==> src/rtl/tdc_pkg.sv <==
// Shared definitions for the TDC UART packer: serializer states, packet layout
// and the packet checksum.
`default_nettype none

package tdc_pkg;

  typedef enum logic [1:0] {
    ST_IDLE = 2'd0,
    ST_LOAD = 2'd1,
    ST_SEND = 2'd2
  } ser_state_t;

  localparam int          PKT_BYTES     = 6;
  localparam logic [7:0]  DEF_SYNC_BYTE = 8'hAA;
  localparam int          TIME1_LSB     = 0;
  localparam int          CALIB_LSB     = 16;
  localparam int          FIFO_DW       = 32;

  // Stored word layout is {calib_diff, time1}; checksum is the XOR of its bytes.
  function automatic logic [7:0] pkt_chk(input logic [31:0] w);
    return w[31:24] ^ w[23:16] ^ w[15:8] ^ w[7:0];
  endfunction

endpackage

`default_nettype wire

==> src/rtl/tdc_uart_packer_if.sv <==
// Producer handshake, UART transmit and FIFO status signals of the packer.
`default_nettype none

interface tdc_uart_packer_if #(
  parameter int FIFO_AW = 4
);

  logic              w_wr_en;
  logic [47:0]       data_TO_FIFO;
  logic              fifo_writing_done;
  logic              tx_busy;
  logic [7:0]        tx_data;
  logic              tx_new_data;
  logic [FIFO_AW:0]  fifo_count;
  logic              fifo_full;
  logic              fifo_empty;

  modport master (
    output w_wr_en, data_TO_FIFO, tx_busy,
    input  fifo_writing_done, tx_data, tx_new_data,
    input  fifo_count, fifo_full, fifo_empty
  );

  modport slave (
    input  w_wr_en, data_TO_FIFO, tx_busy,
    output fifo_writing_done, tx_data, tx_new_data,
    output fifo_count, fifo_full, fifo_empty
  );

endinterface

`default_nettype wire

==> src/rtl/tdc_sync_fifo.sv <==
// Synchronous FIFO with registered read data (one-cycle latency) and occupancy count.
`default_nettype none

module tdc_sync_fifo #(
  parameter int AW = 4,
  parameter int DW = 32
) (
  input  wire logic          clk,
  input  wire logic          rst,
  input  wire logic          i_push,
  input  wire logic [DW-1:0] i_din,
  input  wire logic          i_pop,
  output logic      [DW-1:0] o_dout,
  output logic               o_full,
  output logic               o_empty,
  output logic      [AW:0]   o_count
);

  localparam int           DEPTH   = 1 << AW;
  localparam logic [AW:0]  DEPTH_C = (AW+1)'(DEPTH);

  logic [DW-1:0] r_mem [DEPTH];
  logic [AW-1:0] r_wr_ptr;
  logic [AW-1:0] r_rd_ptr;
  logic [AW:0]   r_count;
  logic [DW-1:0] r_dout;
  logic          w_push;
  logic          w_pop;

  // Full/empty come from the registered count, so a push never relies on a same-cycle pop.
  assign o_full  = (r_count == DEPTH_C);
  assign o_empty = (r_count == '0);
  assign o_count = r_count;
  assign o_dout  = r_dout;
  assign w_push  = i_push && !o_full;
  assign w_pop   = i_pop && !o_empty;

  always_ff @(posedge clk) begin
    if (w_push) begin
      r_mem[r_wr_ptr] <= i_din;
    end
  end

  always_ff @(posedge clk) begin
    if (!rst) begin
      r_wr_ptr <= '0;
      r_rd_ptr <= '0;
      r_count  <= '0;
      r_dout   <= '0;
    end else begin
      if (w_push) begin
        r_wr_ptr <= r_wr_ptr + 1'b1;
      end
      if (w_pop) begin
        r_rd_ptr <= r_rd_ptr + 1'b1;
        r_dout   <= r_mem[r_rd_ptr];
      end
      case ({w_push, w_pop})
        2'b10:   r_count <= r_count + 1'b1;
        2'b01:   r_count <= r_count - 1'b1;
        default: r_count <= r_count;
      endcase
    end
  end

endmodule

`default_nettype wire

==> src/rtl/tdc_uart_packer.sv <==
// Captures TDC measurement words into a FIFO and streams each as a 6-byte
// packet (sync, time1, calib_diff, checksum) to a UART transmitter.
`default_nettype none

import tdc_pkg::*;

module tdc_uart_packer #(
  parameter int         FIFO_AW   = 4,
  parameter logic [7:0] SYNC_BYTE = DEF_SYNC_BYTE
) (
  input  wire logic         clk,
  input  wire logic         rst,
  tdc_uart_packer_if.slave  s_bus
);

  logic               r_armed;
  logic               r_done;
  logic               w_capture;
  logic [FIFO_DW-1:0] w_fifo_din;
  logic [FIFO_DW-1:0] w_fifo_dout;
  logic               w_fifo_full;
  logic               w_fifo_empty;
  logic [FIFO_AW:0]   w_fifo_count;
  logic               w_unused_hi;

  ser_state_t         r_state;
  ser_state_t         w_state_nxt;
  logic               w_pop;
  logic               w_issue;
  logic [2:0]         r_byte_idx;
  logic [15:0]        r_time1;
  logic [15:0]        r_calib;
  logic [7:0]         r_chk;
  logic [7:0]         w_byte;
  logic [7:0]         r_tx_data;
  logic               r_tx_new;

  assign w_capture   = s_bus.w_wr_en && r_armed && !w_fifo_full;
  assign w_fifo_din  = {s_bus.data_TO_FIFO[CALIB_LSB +: 16], s_bus.data_TO_FIFO[TIME1_LSB +: 16]};
  assign w_unused_hi = ^s_bus.data_TO_FIFO[47:32];

  // One push per request: disarm on capture, re-arm only once the enable is seen low.
  always_ff @(posedge clk) begin
    if (!rst) begin
      r_armed <= 1'b1;
      r_done  <= 1'b0;
    end else begin
      r_done <= w_capture;
      if (w_capture) begin
        r_armed <= 1'b0;
      end else if (!s_bus.w_wr_en) begin
        r_armed <= 1'b1;
      end
    end
  end

  tdc_sync_fifo #(
    .AW (FIFO_AW),
    .DW (FIFO_DW)
  ) u_fifo (
    .clk     (clk),
    .rst     (rst),
    .i_push  (w_capture),
    .i_din   (w_fifo_din),
    .i_pop   (w_pop),
    .o_dout  (w_fifo_dout),
    .o_full  (w_fifo_full),
    .o_empty (w_fifo_empty),
    .o_count (w_fifo_count)
  );

  always_ff @(posedge clk) begin
    if (!rst) begin
      r_state <= ST_IDLE;
    end else begin
      r_state <= w_state_nxt;
    end
  end

  // The !r_tx_new term keeps strobes a cycle apart so tx_busy can rise in between.
  always_comb begin
    w_state_nxt = r_state;
    w_pop       = 1'b0;
    w_issue     = 1'b0;
    case (r_state)
      ST_IDLE: begin
        if (!w_fifo_empty) begin
          w_pop       = 1'b1;
          w_state_nxt = ST_LOAD;
        end
      end
      ST_LOAD: begin
        w_state_nxt = ST_SEND;
      end
      ST_SEND: begin
        if (!s_bus.tx_busy && !r_tx_new) begin
          w_issue = 1'b1;
          if (r_byte_idx == 3'(PKT_BYTES - 1)) begin
            w_state_nxt = ST_IDLE;
          end
        end
      end
      default: begin
        w_state_nxt = ST_IDLE;
      end
    endcase
  end

  always_comb begin
    w_byte = SYNC_BYTE;
    case (r_byte_idx)
      3'd0:    w_byte = SYNC_BYTE;
      3'd1:    w_byte = r_time1[15:8];
      3'd2:    w_byte = r_time1[7:0];
      3'd3:    w_byte = r_calib[15:8];
      3'd4:    w_byte = r_calib[7:0];
      3'd5:    w_byte = r_chk;
      default: w_byte = SYNC_BYTE;
    endcase
  end

  always_ff @(posedge clk) begin
    if (!rst) begin
      r_tx_new   <= 1'b0;
      r_tx_data  <= '0;
      r_byte_idx <= '0;
      r_time1    <= '0;
      r_calib    <= '0;
      r_chk      <= '0;
    end else begin
      r_tx_new <= w_issue;
      if (r_state == ST_LOAD) begin
        r_time1    <= w_fifo_dout[15:0];
        r_calib    <= w_fifo_dout[31:16];
        r_chk      <= pkt_chk(w_fifo_dout);
        r_byte_idx <= '0;
      end
      if (w_issue) begin
        r_tx_data  <= w_byte;
        r_byte_idx <= r_byte_idx + 1'b1;
      end
    end
  end

  assign s_bus.fifo_writing_done = r_done;
  assign s_bus.tx_data           = r_tx_data;
  assign s_bus.tx_new_data       = r_tx_new;
  assign s_bus.fifo_count        = w_fifo_count;
  assign s_bus.fifo_full         = w_fifo_full;
  assign s_bus.fifo_empty        = w_fifo_empty;

endmodule

`default_nettype wire

==> src/flat_wrapper.sv <==
// flat-port wrapper written by rule: the top's interface ports become plain ports
module tdc_uart_packer_flat 
#(
  parameter int         FIFO_AW   = 4,
  parameter logic [7:0] SYNC_BYTE = DEF_SYNC_BYTE
)
  (clk, rst, s_bus_w_wr_en, s_bus_data_TO_FIFO, s_bus_tx_busy, s_bus_fifo_writing_done, s_bus_tx_data, s_bus_tx_new_data, s_bus_fifo_count, s_bus_fifo_full, s_bus_fifo_empty);
  tdc_uart_packer_if #(.FIFO_AW(FIFO_AW)) s_bus_i ();
  input  wire logic clk;
  input  wire logic rst;
  input wire logic [$bits(s_bus_i.w_wr_en)-1:0] s_bus_w_wr_en;
  input wire logic [$bits(s_bus_i.data_TO_FIFO)-1:0] s_bus_data_TO_FIFO;
  input wire logic [$bits(s_bus_i.tx_busy)-1:0] s_bus_tx_busy;
  output wire logic [$bits(s_bus_i.fifo_writing_done)-1:0] s_bus_fifo_writing_done;
  output wire logic [$bits(s_bus_i.tx_data)-1:0] s_bus_tx_data;
  output wire logic [$bits(s_bus_i.tx_new_data)-1:0] s_bus_tx_new_data;
  output wire logic [$bits(s_bus_i.fifo_count)-1:0] s_bus_fifo_count;
  output wire logic [$bits(s_bus_i.fifo_full)-1:0] s_bus_fifo_full;
  output wire logic [$bits(s_bus_i.fifo_empty)-1:0] s_bus_fifo_empty;
  assign s_bus_i.w_wr_en = s_bus_w_wr_en;
  assign s_bus_i.data_TO_FIFO = s_bus_data_TO_FIFO;
  assign s_bus_i.tx_busy = s_bus_tx_busy;
  assign s_bus_fifo_writing_done = s_bus_i.fifo_writing_done;
  assign s_bus_tx_data = s_bus_i.tx_data;
  assign s_bus_tx_new_data = s_bus_i.tx_new_data;
  assign s_bus_fifo_count = s_bus_i.fifo_count;
  assign s_bus_fifo_full = s_bus_i.fifo_full;
  assign s_bus_fifo_empty = s_bus_i.fifo_empty;
  tdc_uart_packer #(.FIFO_AW(FIFO_AW), .SYNC_BYTE(SYNC_BYTE)) u_core (.clk(clk), .rst(rst), .s_bus(s_bus_i));
endmodule
==> config.mk <==
export PLATFORM = sky130hd
export DESIGN_NAME = tdc_uart_packer_flat
export DESIGN_NICKNAME = d
export VERILOG_FILES = /design/src/rtl/tdc_pkg.sv /design/src/rtl/tdc_uart_packer_if.sv /design/src/rtl/tdc_sync_fifo.sv /design/src/rtl/tdc_uart_packer.sv /design/src/flat_wrapper.sv
export SDC_FILE = /design/constraint.sdc
export NUM_CORES = 1
export LEC_CHECK = 0
export BUFFER_PORTS_ARGS = -buffer_cell sky130_fd_sc_hd__buf_2
export CAP_MARGIN = 20
export CORE_MARGIN = 5
export CORE_UTILIZATION = 40
export CTS_BUF_LIST = sky130_fd_sc_hd__clkbuf_2 sky130_fd_sc_hd__clkbuf_4 sky130_fd_sc_hd__clkbuf_8
export CTS_CLUSTER_DIAMETER = 50
export DETAILED_ROUTE_END_ITERATION = 6
export HOLD_SLACK_MARGIN = 0.12
export PLACE_DENSITY = 0.56
export RECOVER_POWER = 50
export SETUP_SLACK_MARGIN = 0.3
export SYNTH_ARGS = -nofsm -noshare
export SYNTH_HDL_FRONTEND = slang
export SYNTH_SLANG_ARGS = --single-unit
==> constraint.sdc <==
create_clock -name clk -period 3.97 [get_ports clk]
set_input_delay 0 -clock clk [delete_from_list [all_inputs] [get_ports clk]]
set_output_delay 0 -clock clk [all_outputs]
set_load 0.01 [all_outputs]
==> reports/summary.txt <==
Routed Wire Length = 55900 um
run status = complete, but fails checks
PostCTS Resize Cnt = 0
Max Cap Viol = 1
DIE HEIGHT = 254 um
worst relative slew slack = -1.00
Top FF cell, synth = edfxtp_1
worst skew pair latency = 680 ps
wire per inst = 24.3 um
Synth top area share = 0.647
Synth Register Bits = 613
Post-synth ARST share = 0
Power Total = 16.8 mW
Area contributors post-synth = edfxtp_1 65%, mux4_2 12%, dfxtp_1 8.5%, mux2i_1 2.6%, nand2_1 1.4%
first-pass GRT wire length = 83200 um
period utilization = 0.842
GRT Overall Usage = 0.174
worst-margin pin slew = 3000 ps
Vias = 12400
Std-Cell Core Area = 0.0589 mm2
Syn. warnings = 0
sequential area share after synthesis = 0.732
die area = 0.0644 mm2
FMAX = 299 MHz
fin nets = 1510
Syn Nets = 1358
Final GP Congestion = 0.799
buffer depth of the longest clock path = 3
cell accounting for the most synthesized area = edfxtp_1
dpl hpwl = 30600 um
Residual DRC = 0
Min-Delay Path Class = in2reg
Slowest cell on crit path = clkbuf_1
failing checks = capacitance limit, slew limit
Remaining Overflow, GRT = 0
PD cells = 609 mW/mm2
crit path capture type = flip-flop
detailed router's first-iteration violation count = 967
Distinct cells, synth = 50
Cells after Synth = 1292
Critical Path Max Stage Delay = 2120 ps
pin count of the biggest net entering global routing = 65
CTS root buffer = clkbuf_8
count leader, synth = edfxtp_1
num ports = 69
CP Launch Type = input port
CTS buffer count = 102
CP cell instances = dlygate4sd3_1, buf_2, buf_4, inv_1, clkbuf_1, a21oi_1, a41oi_1, nand3_1
final setup vio count = 0
Rows = 89
Layout area overhead = 15.9%
FILL cells = 4956
Cell Area, Synth = 0.0238 mm2
Max Slew Vio Count = 65
ratio of cells with drive above 1 in the final layout = 0.250
clk slew on worst S/H paths = 60 ps
post-DR vias/cell = 5.40
Max VDD drop = 0.361 mV
initial antenna violation count = 2
TritonRoute pass-1 iters = 5
Post-DRT Antenna Nets = 0
CTS tree = yes
critical path required time = 4530 ps
DP Worst Slack = 890 ps
clk sinks = 613
Tmin final = 3340 ps
vias in the first global route = 12800
Hold Fails Final Rpt = 0
clk_skew = 20.8 ps
Leakage = 8.49 nW
setup ws final = 626 ps
die width = 254 um
Post-synth EDFFs = 512
H-tree depth = 3
WP data arrival = 3900 ps
Setup TNS Final = 0 ps
maximum net fanout on the critical path = 64
Port Buffer Count = 52
initial cell density of the core = 0.404
Mean Syn Cell Area = 18.4 um2
Post-synth top cells = 512 x edfxtp_1, 124 x mux4_2, 101 x dfxtp_1, 87 x nand2_1, 62 x mux2i_1
worst setup path category = in2reg
RSZ-0062 raised after global routing = false
registers in the layout, indices dropped and copies added (netlist names):
register                        count
u_core.r_byte_idx                   3
u_core.s_bus.fifo_writing_done      1
u_core.r_time1                     16
u_core.r_chk                        8
u_core.r_calib                     16
u_core.u_fifo.o_dout               32
u_core.r_armed                      1
u_core.r_state                      2
u_core.s_bus.tx_new_data            1
u_core.u_fifo.r_rd_ptr              4
u_core.u_fifo.o_count               5
u_core.u_fifo.r_wr_ptr              4
u_core.s_bus.tx_data                8
u_core.u_fifo.r_mem               512
worst max-delay path, delay by kind of cell:
family | cells | cell delay, ps
compound gates | 2 | 330
buf+inv | 5 | 3420
simple gates | 1 | 100
per-stage QoR:
step	cells	area, um2	hold slack [ps]	util
CTS	2300	27600	175	0.468
global placement	2075	25200	191	0.428
global route	2302	27600	273	0.468
floorplan	1292	23800	71.8	-
detailed placement	2075	25200	195	0.428
finish	2302	27600	266	0.468
path summary, 6_finish.rpt:
check / startpoint / endpoint / slack [ps] / cells after the start
setup reg to reg: u_core.u_fifo.o_count[1] / u_core.u_fifo.o_count[4] / 830 / 9
hold reg to reg: u_core.r_calib[11] / u_core.r_calib[11] / 450 / 2
setup / recovery: rst / u_core.u_fifo.o_count[4] / 630 / 8
hold / removal: s_bus_tx_busy / u_core.r_byte_idx[1] / 270 / 5
layout by cell type, fill, tap and decap left out, types with 4 or more instances in the layout:
master and n:
a211oi_1 9, a21oi_1 56, a221oi_1 5, a22oi_1 9, a31oi_1 12, and2_1 5
buf_12 12, buf_2 5, buf_4 24, clkbuf_1 48, clkbuf_4 44, clkbuf_8 110
clkinv_1 20, clkinv_2 7, dfxtp_1 98, dlygate4sd3_1 37, edfxtp_1 512, ha_1 14
inv_1 10, mux2i_1 62, mux4_2 124, nand2_1 87, nand2b_1 4, nand3_1 36
nor2_1 31, nor2_4 12, nor2b_1 5, nor3_4 4, o21ai_0 15, o221ai_1 6
o221ai_2 20, o22ai_1 4, xnor2_1 27, xor2_1 6
timing repair:
action	4_1_cts	5_1_grt
buffers inserted	0	0
hold endpoints to repair	539	0
hold buffers	37	0
where the power goes:
| part | leakage, nW | switching (mW) | internal [mW] |
|---|---|---|---|
| Clock | 1.08 | 2.45 | 3.03 |
| Combinational | 1.96 | 1.84 | 1.57 |
| Sequential | 5.44 | 0.540 | 7.37 |
| Total | 8.49 | 4.82 | 12.0 |
logic make-up (layout without fill, tap and decap cells):
family	Yosys count	in the layout	synth area share
other	0	1	0
DFF	613	613	0.732
buffers and inverters	89	325	0.0175
xor gates and xnor gates	33	33	0.0122
adders and majority gates	14	14	0.00737
and+or+nand+nor	202	202	0.0383
AOI/OAI and AO/OA	155	155	0.0493
muxes	186	186	0.144
area by class of cell:
type                            instances  area [um2]  area share
Multi-Input combinational cell        590        6100       0.221
Timing Repair Buffer                  126         996      0.0361
Antenna cell                            1        2.50   0.0000908
Clock inverter                         34         191     0.00695
Inverter                               11        41.3     0.00150
Sequential cell                       613       17400       0.632
Tap cell                              773         967      0.0351
Clock buffer                          154        1840      0.0669
routing by layer:
metal | track usage | wire, um | vias to the layer above
li1 | - | - | 5507
met4 | 0.0451 | 1110 | 2
met1 | 0.247 | 24900 | 6513
met3 | 0.0386 | 3100 | 104
met5 | 0 | 13 | -
met2 | 0.278 | 26700 | 312
(Power assumes the default switching activity.)
